<file path="config.mk">
export PLATFORM = sky130hd
export DESIGN_NAME = switch_box_mux_stage
export DESIGN_NICKNAME = d
export VERILOG_FILES = /design/src/rtl/fabric_cfg_pkg.sv /design/src/rtl/cfg_shift_chain.sv /design/src/rtl/switch_box_mux_stage.sv
export SDC_FILE = /design/constraint.sdc
export NUM_CORES = 1
export LEC_CHECK = 0
export CORE_MARGIN = 2
export CORE_UTILIZATION = 62
export CTS_CLUSTER_SIZE = 16
export DETAILED_ROUTE_END_ITERATION = 10
export DONT_BUFFER_PORTS = 1
export PLACE_DENSITY = 0.86
export SETUP_SLACK_MARGIN = 0.05
export SYNTH_ARGS = -nofsm -noshare
export SYNTH_HDL_FRONTEND = slang
export SYNTH_SLANG_ARGS = --single-unit
export TNS_END_PERCENT = 100
</file>
<file path="constraint.sdc">
create_clock -name clk -period 1.94 [get_ports clk]
set_clock_uncertainty 0.1 [all_clocks]
set_input_delay 0.485 -clock clk [delete_from_list [all_inputs] [get_ports clk]]
set_output_delay 0.485 -clock clk [all_outputs]
set_load 0.03 [all_outputs]
</file>
<file path="src/rtl/fabric_cfg_pkg.sv">
// Shared helpers for programmable fabric blocks: clog2, config field widths
// and total scan-chain length.
package fabric_cfg_pkg;

  // Ceiling log2; returns 0 for v <= 1.
  function automatic int unsigned clog2(input int unsigned v);
    int unsigned r;
    r = 0;
    while ((64'(1) << r) < 64'(v)) begin
      r = r + 1;
    end
    return r;
  endfunction

  // Select field width; at least one bit even for a single input.
  function automatic int unsigned sel_width(input int unsigned w_in);
    int unsigned s;
    s = clog2(w_in);
    return (s < 1) ? 1 : s;
  endfunction

  // Per-output config field: select bits plus one enable bit.
  function automatic int unsigned fld_width(input int unsigned w_in);
    return sel_width(w_in) + 1;
  endfunction

  // Total config chain length for a block with w_out configurable outputs.
  function automatic int unsigned cfg_bits(input int unsigned w_in,
                                           input int unsigned w_out);
    return w_out * fld_width(w_in);
  endfunction

endpackage

</file>
<file path="src/rtl/cfg_shift_chain.sv">
// Serial configuration chain with shadow/active double buffering.
// Ports:
//   clk, rst_n   - clock, async active-low reset
//   cfg_en       - shift enable
//   cfg_in       - serial bit in (enters at the MSB)
//   cfg_commit   - copy shadow to active if a full word has been shifted
//   cfg_out      - serial bit out (shadow LSB)
//   cfg_loaded   - at least CFG_BITS shifts since last accepted commit/reset
//   cfg_err      - one-cycle pulse after a rejected commit
//   active       - committed configuration vector
module cfg_shift_chain
  import fabric_cfg_pkg::*;
#(
  parameter int unsigned CFG_BITS = 20
) (
  input  logic                clk,
  input  logic                rst_n,
  input  logic                cfg_en,
  input  logic                cfg_in,
  input  logic                cfg_commit,
  output logic                cfg_out,
  output logic                cfg_loaded,
  output logic                cfg_err,
  output logic [CFG_BITS-1:0] active
);

  localparam int unsigned CNT_W = clog2(CFG_BITS + 1);

  logic [CFG_BITS-1:0] r_shadow;
  logic [CFG_BITS-1:0] r_active;
  logic [CNT_W-1:0]    r_cnt;
  logic                r_loaded;
  logic                r_err;

  logic [CNT_W-1:0]    w_cnt_next;
  logic                w_commit_ok;

  assign w_commit_ok = cfg_commit & r_loaded;

  // Counter: restarts on accepted commit (counting a concurrent shift),
  // otherwise saturating increment per shift.
  always_comb begin
    w_cnt_next = r_cnt;
    if (w_commit_ok) begin
      w_cnt_next = cfg_en ? CNT_W'(1) : CNT_W'(0);
    end else if (cfg_en && (r_cnt != CNT_W'(CFG_BITS))) begin
      w_cnt_next = r_cnt + CNT_W'(1);
    end
  end

  // Shadow shift, counter, loaded flag, error pulse and active register.
  always_ff @(posedge clk or negedge rst_n) begin
    if (!rst_n) begin
      r_shadow <= '0;
      r_active <= '0;
      r_cnt    <= '0;
      r_loaded <= 1'b0;
      r_err    <= 1'b0;
    end else begin
      if (cfg_en) begin
        r_shadow <= {cfg_in, r_shadow[CFG_BITS-1:1]};
      end
      if (w_commit_ok) begin
        r_active <= r_shadow;
      end
      r_cnt    <= w_cnt_next;
      r_loaded <= (w_cnt_next == CNT_W'(CFG_BITS));
      r_err    <= cfg_commit & ~r_loaded;
    end
  end

  assign cfg_out    = r_shadow[0];
  assign cfg_loaded = r_loaded;
  assign cfg_err    = r_err;
  assign active     = r_active;

endmodule

</file>
<file path="src/rtl/switch_box_mux_stage.sv">
// Switch-box output stage: each of W_OUT outputs selects one of W_IN input
// tracks under a scan-loaded, commit-protected configuration.
// Ports:
//   clk, rst_n  - clock, async active-low reset
//   data_in     - input tracks from the connector
//   data_out    - routed output tracks (registered when REG_OUT=1)
//   cfg_en, cfg_in, cfg_out        - config scan chain
//   cfg_commit, cfg_loaded, cfg_err - commit handshake
module switch_box_mux_stage
  import fabric_cfg_pkg::*;
#(
  parameter int unsigned W_IN    = 7,
  parameter int unsigned W_OUT   = 5,
  parameter bit          REG_OUT = 1'b1
) (
  input  logic             clk,
  input  logic             rst_n,
  input  logic [W_IN-1:0]  data_in,
  output logic [W_OUT-1:0] data_out,
  input  logic             cfg_en,
  input  logic             cfg_in,
  output logic             cfg_out,
  input  logic             cfg_commit,
  output logic             cfg_loaded,
  output logic             cfg_err
);

  localparam int unsigned SEL_W    = sel_width(W_IN);
  localparam int unsigned FLD_W    = fld_width(W_IN);
  localparam int unsigned CFG_BITS = cfg_bits(W_IN, W_OUT);
  localparam int unsigned PAD_W    = 1 << SEL_W;

  logic [CFG_BITS-1:0] w_active;
  logic [PAD_W-1:0]    w_pad;
  logic [W_OUT-1:0]    w_route;

  cfg_shift_chain #(
    .CFG_BITS (CFG_BITS)
  ) u_cfg (
    .clk        (clk),
    .rst_n      (rst_n),
    .cfg_en     (cfg_en),
    .cfg_in     (cfg_in),
    .cfg_commit (cfg_commit),
    .cfg_out    (cfg_out),
    .cfg_loaded (cfg_loaded),
    .cfg_err    (cfg_err),
    .active     (w_active)
  );

  // Zero-pad so every select code indexes a defined bit.
  assign w_pad = PAD_W'(data_in);

  // Per-output mux with enable and out-of-range guard.
  always_comb begin
    w_route = '0;
    for (int j = 0; j < int'(W_OUT); j++) begin
      logic [SEL_W-1:0] sel;
      logic             en;
      sel = w_active[j*FLD_W +: SEL_W];
      en  = w_active[j*FLD_W + SEL_W];
      if (en && (32'(sel) < 32'(W_IN))) begin
        w_route[j] = w_pad[sel];
      end
    end
  end

  generate
    if (REG_OUT) begin : g_reg_out
      logic [W_OUT-1:0] r_data_out;
      always_ff @(posedge clk or negedge rst_n) begin
        if (!rst_n) begin
          r_data_out <= '0;
        end else begin
          r_data_out <= w_route;
        end
      end
      assign data_out = r_data_out;
    end else begin : g_comb_out
      assign data_out = w_route;
    end
  endgenerate

endmodule

</file>
==> results.json <==
{
  "status": "finished, final reports clean",
  "dr.pass1.iters": 4,
  "routed_via_density": 6.19,
  "max_freq_ghz": 0.611,
  "synth-seq-cells": 52,
  "pin_count": 20,
  "grt_use_total_pct": 21.1,
  "cpLargestDelayFamily": "simple AND/OR/NAND/NOR gates",
  "rrSetupSlack_ns": 0.30,
  "ys.flop_type": "dfrtp_1",
  "syn_nets": 164,
  "path_clk_slew_ns": 0.13,
  "cp.arrival_ns": 1.85,
  "first_global_vias": 1352,
  "die_h_um": 64.4,
  "slew_headroom_pct": 76.5,
  "nNetsFinal": 170,
  "pre_cts_slack_ns": 0.351,
  "cts_resized": 0,
  "fin_crit_ns": 1.64,
  "avgSynthCellArea_um2": 15.1,
  "cp.buffers_inverters": 0,
  "reg2reg_to": "u_cfg.cfg_loaded",
  "rsz0062_at_grt": "false",
  "hold_path_class": "in2reg",
  "most-common-layout-cells": "dfrtp_1 (52), mux2_2 (40), mux2i_1 (7)",
  "r2r_cells": 5,
  "cts_buffer_depth": 2,
  "dpl.cell_count": 193,
  "dieArea_um2": 4150,
  "hold_path_depth": 1,
  "ant_nets": 0,
  "min-delay-start": "cfg_commit",
  "yosysSeqAreaShare_pct": 57.5,
  "synth_top_area_cell": "dfrtp_1",
  "drc": 0,
  "cp_max_fo": 5,
  "grt_overflow": 0,
  "syn2layout_area_growth_pct": 6.24,
  "dieWidth_um": 64.4,
  "ys_warn_count": 0,
  "clock_latency_ns": 0.37,
  "vias": 1256,
  "fin_setup_tns_ns": 0,
  "crit_slowest_cell": "dfrtp_1",
  "crit_type": "reg2reg",
  "wl_per_cell_um": 18.7,
  "routed_wl_um": 3800,
  "initial_core_util_pct": 66.3,
  "antenna_found_initial": 0,
  "netlist_instances": 150,
  "netlist.area_leader.share_pct": 57.5,
  "cap_violations": 0,
  "yosysUniqueCellTypes": 27,
  "layout-drive-gt1-share_pct": 37.6,
  "grt_max_degree": 53,
  "setup_violations": 0,
  "async_reset_ff_share_pct": 100,
  "gp_congestion": 0.774,
  "worst_pin_slew_ns": 0.353,
  "p_leak_nw": 1.11,
  "cts-root-buf": "clkbuf_4",
  "fin_cells": 203,
  "portBuffers": 0,
  "r2r_start": "u_cfg.r_cnt[0]",
  "n_fill_cell": 216,
  "startpoint_type": "register",
  "grt_pass1_wl_um": 6580,
  "ys_top_cells_by_area": "dfrtp_1 (57%), mux2_2 (20%), mux4_2 (5.0%)",
  "core_um2": 3420,
  "first_iter_violations": 94,
  "cts_sinks": 52,
  "whs_ns": 0.155,
  "synth-edff-count": 0,
  "mostFrequentLayoutCell": "dfrtp_1",
  "cts_tree": "built",
  "antennaDiodeCount": 0,
  "cts_buffers": 5,
  "powerDensity_nw_per_um2": 1320,
  "fp-row-count": 21,
  "final_core_util_pct": 70.4,
  "max-vdd-ir-drop_v": 0.000835,
  "hold_viol": 0,
  "setup_slack_ns": 0.303,
  "min_to": "u_cfg.cfg_err",
  "place_hpwl_um": 2640,
  "worstPathRequired_ns": 2.15,
  "end_kind": "register",
  "drv_slew": 0,
  "synthesis.area_um2": 2260,
  "crit_chain": "ha_1, and3_4, a211oi_2, nor3b_2, and4b_1",
  "max_stage_delay_ns": 0.45,
  "cts.htree.levels": 2,
  "period_share_pct": 84.4
}
[logic make-up (layout without fill, tap and decap cells)]
kind of cell,after synthesis,after routing,synth area share (%)
buffers and inverters,8,15,2.04
adders and majority gates,2,2,1.10
AOI/OAI and AO/OA,14,14,5.41
and+or+nand+nor,21,21,5.64
xor gates and xnor gates,1,1,0.387
DFF,52,52,57.5
muxes,52,52,28.0
[flip-flops by register name, indices dropped and copies added, names as in the netlist]
register,cells
u_cfg.r_cnt,5
u_cfg.r_shadow,20
u_cfg.active,20
data_out,5
u_cfg.cfg_err,1
u_cfg.cfg_loaded,1
[synthesized netlist by cell type (2+ instances only)]
library cell / number
nand3b_1: 2
mux4_2: 5
nand2_1: 6
buf_2: 4
dfrtp_1: 52
mux2i_1: 7
inv_1: 2
ha_1: 2
o221ai_1: 4
mux2_2: 40
o211a_1: 5
a21oi_1: 2
nand4_1: 2
nor2_1: 4
[cell type report]
cell class / instances / area [um^2] / share of cell area, %
repair buffers: 5 / 60.1 / 2.50
flip-flops and latches: 52 / 1300 / 54.1
well taps: 46 / 57.6 / 2.39
clock inverters: 1 / 7.51 / 0.312
inverters: 2 / 7.51 / 0.312
clock buffers: 7 / 55.1 / 2.29
multi-input cells: 90 / 917 / 38.1
[routing by layer]
metal  wire length (um)  track usage, %  vias to the layer above
met4                 43            7.18                        0
li1                   -               -                      569
met5                  0               0                        -
met3                151            6.77                        5
met1               1650            25.7                      659
met2               1950            35.7                       23
[through the flow]
step           area [um^2]  total power [mW]
6_report              2410              3.17
5_1_grt               2410              3.35
4_1_cts               2410              3.17
3_5_place_dp          2310              2.66
3_3_place_gp          2310              2.57
2_1_floorplan         2260              2.46
[timing repair]
| action | 4_1_cts | 5_1_grt |
|---|---|---|
| hold buffers | 2 | 0 |
| setup buffers | 0 | 0 |
| hold endpoints to repair | 52 | 0 |
[power by group]
part	switching (mW)	internal (mW)
clock network	0.325	0.178
logic	0.271	0.482
registers	0.437	1.47
total	1.03	2.13
[worst max-delay path by stage]
stage | start | endpoint | slack [ns] | cells past startpoint
finish | u_cfg.r_cnt[0] | u_cfg.cfg_loaded | 0.30 | 5
floorplan | u_cfg.cfg_loaded | u_cfg.active[10] | 0.34 | 4
global placement | u_cfg.r_cnt[0] | u_cfg.cfg_loaded | 0.39 | 5
global route | u_cfg.r_cnt[0] | u_cfg.cfg_loaded | 0.23 | 5
detailed placement | u_cfg.r_cnt[0] | u_cfg.cfg_loaded | 0.35 | 5
CTS | u_cfg.r_cnt[0] | u_cfg.cfg_loaded | 0.32 | 5
Power figures use the tool's default switching activity.
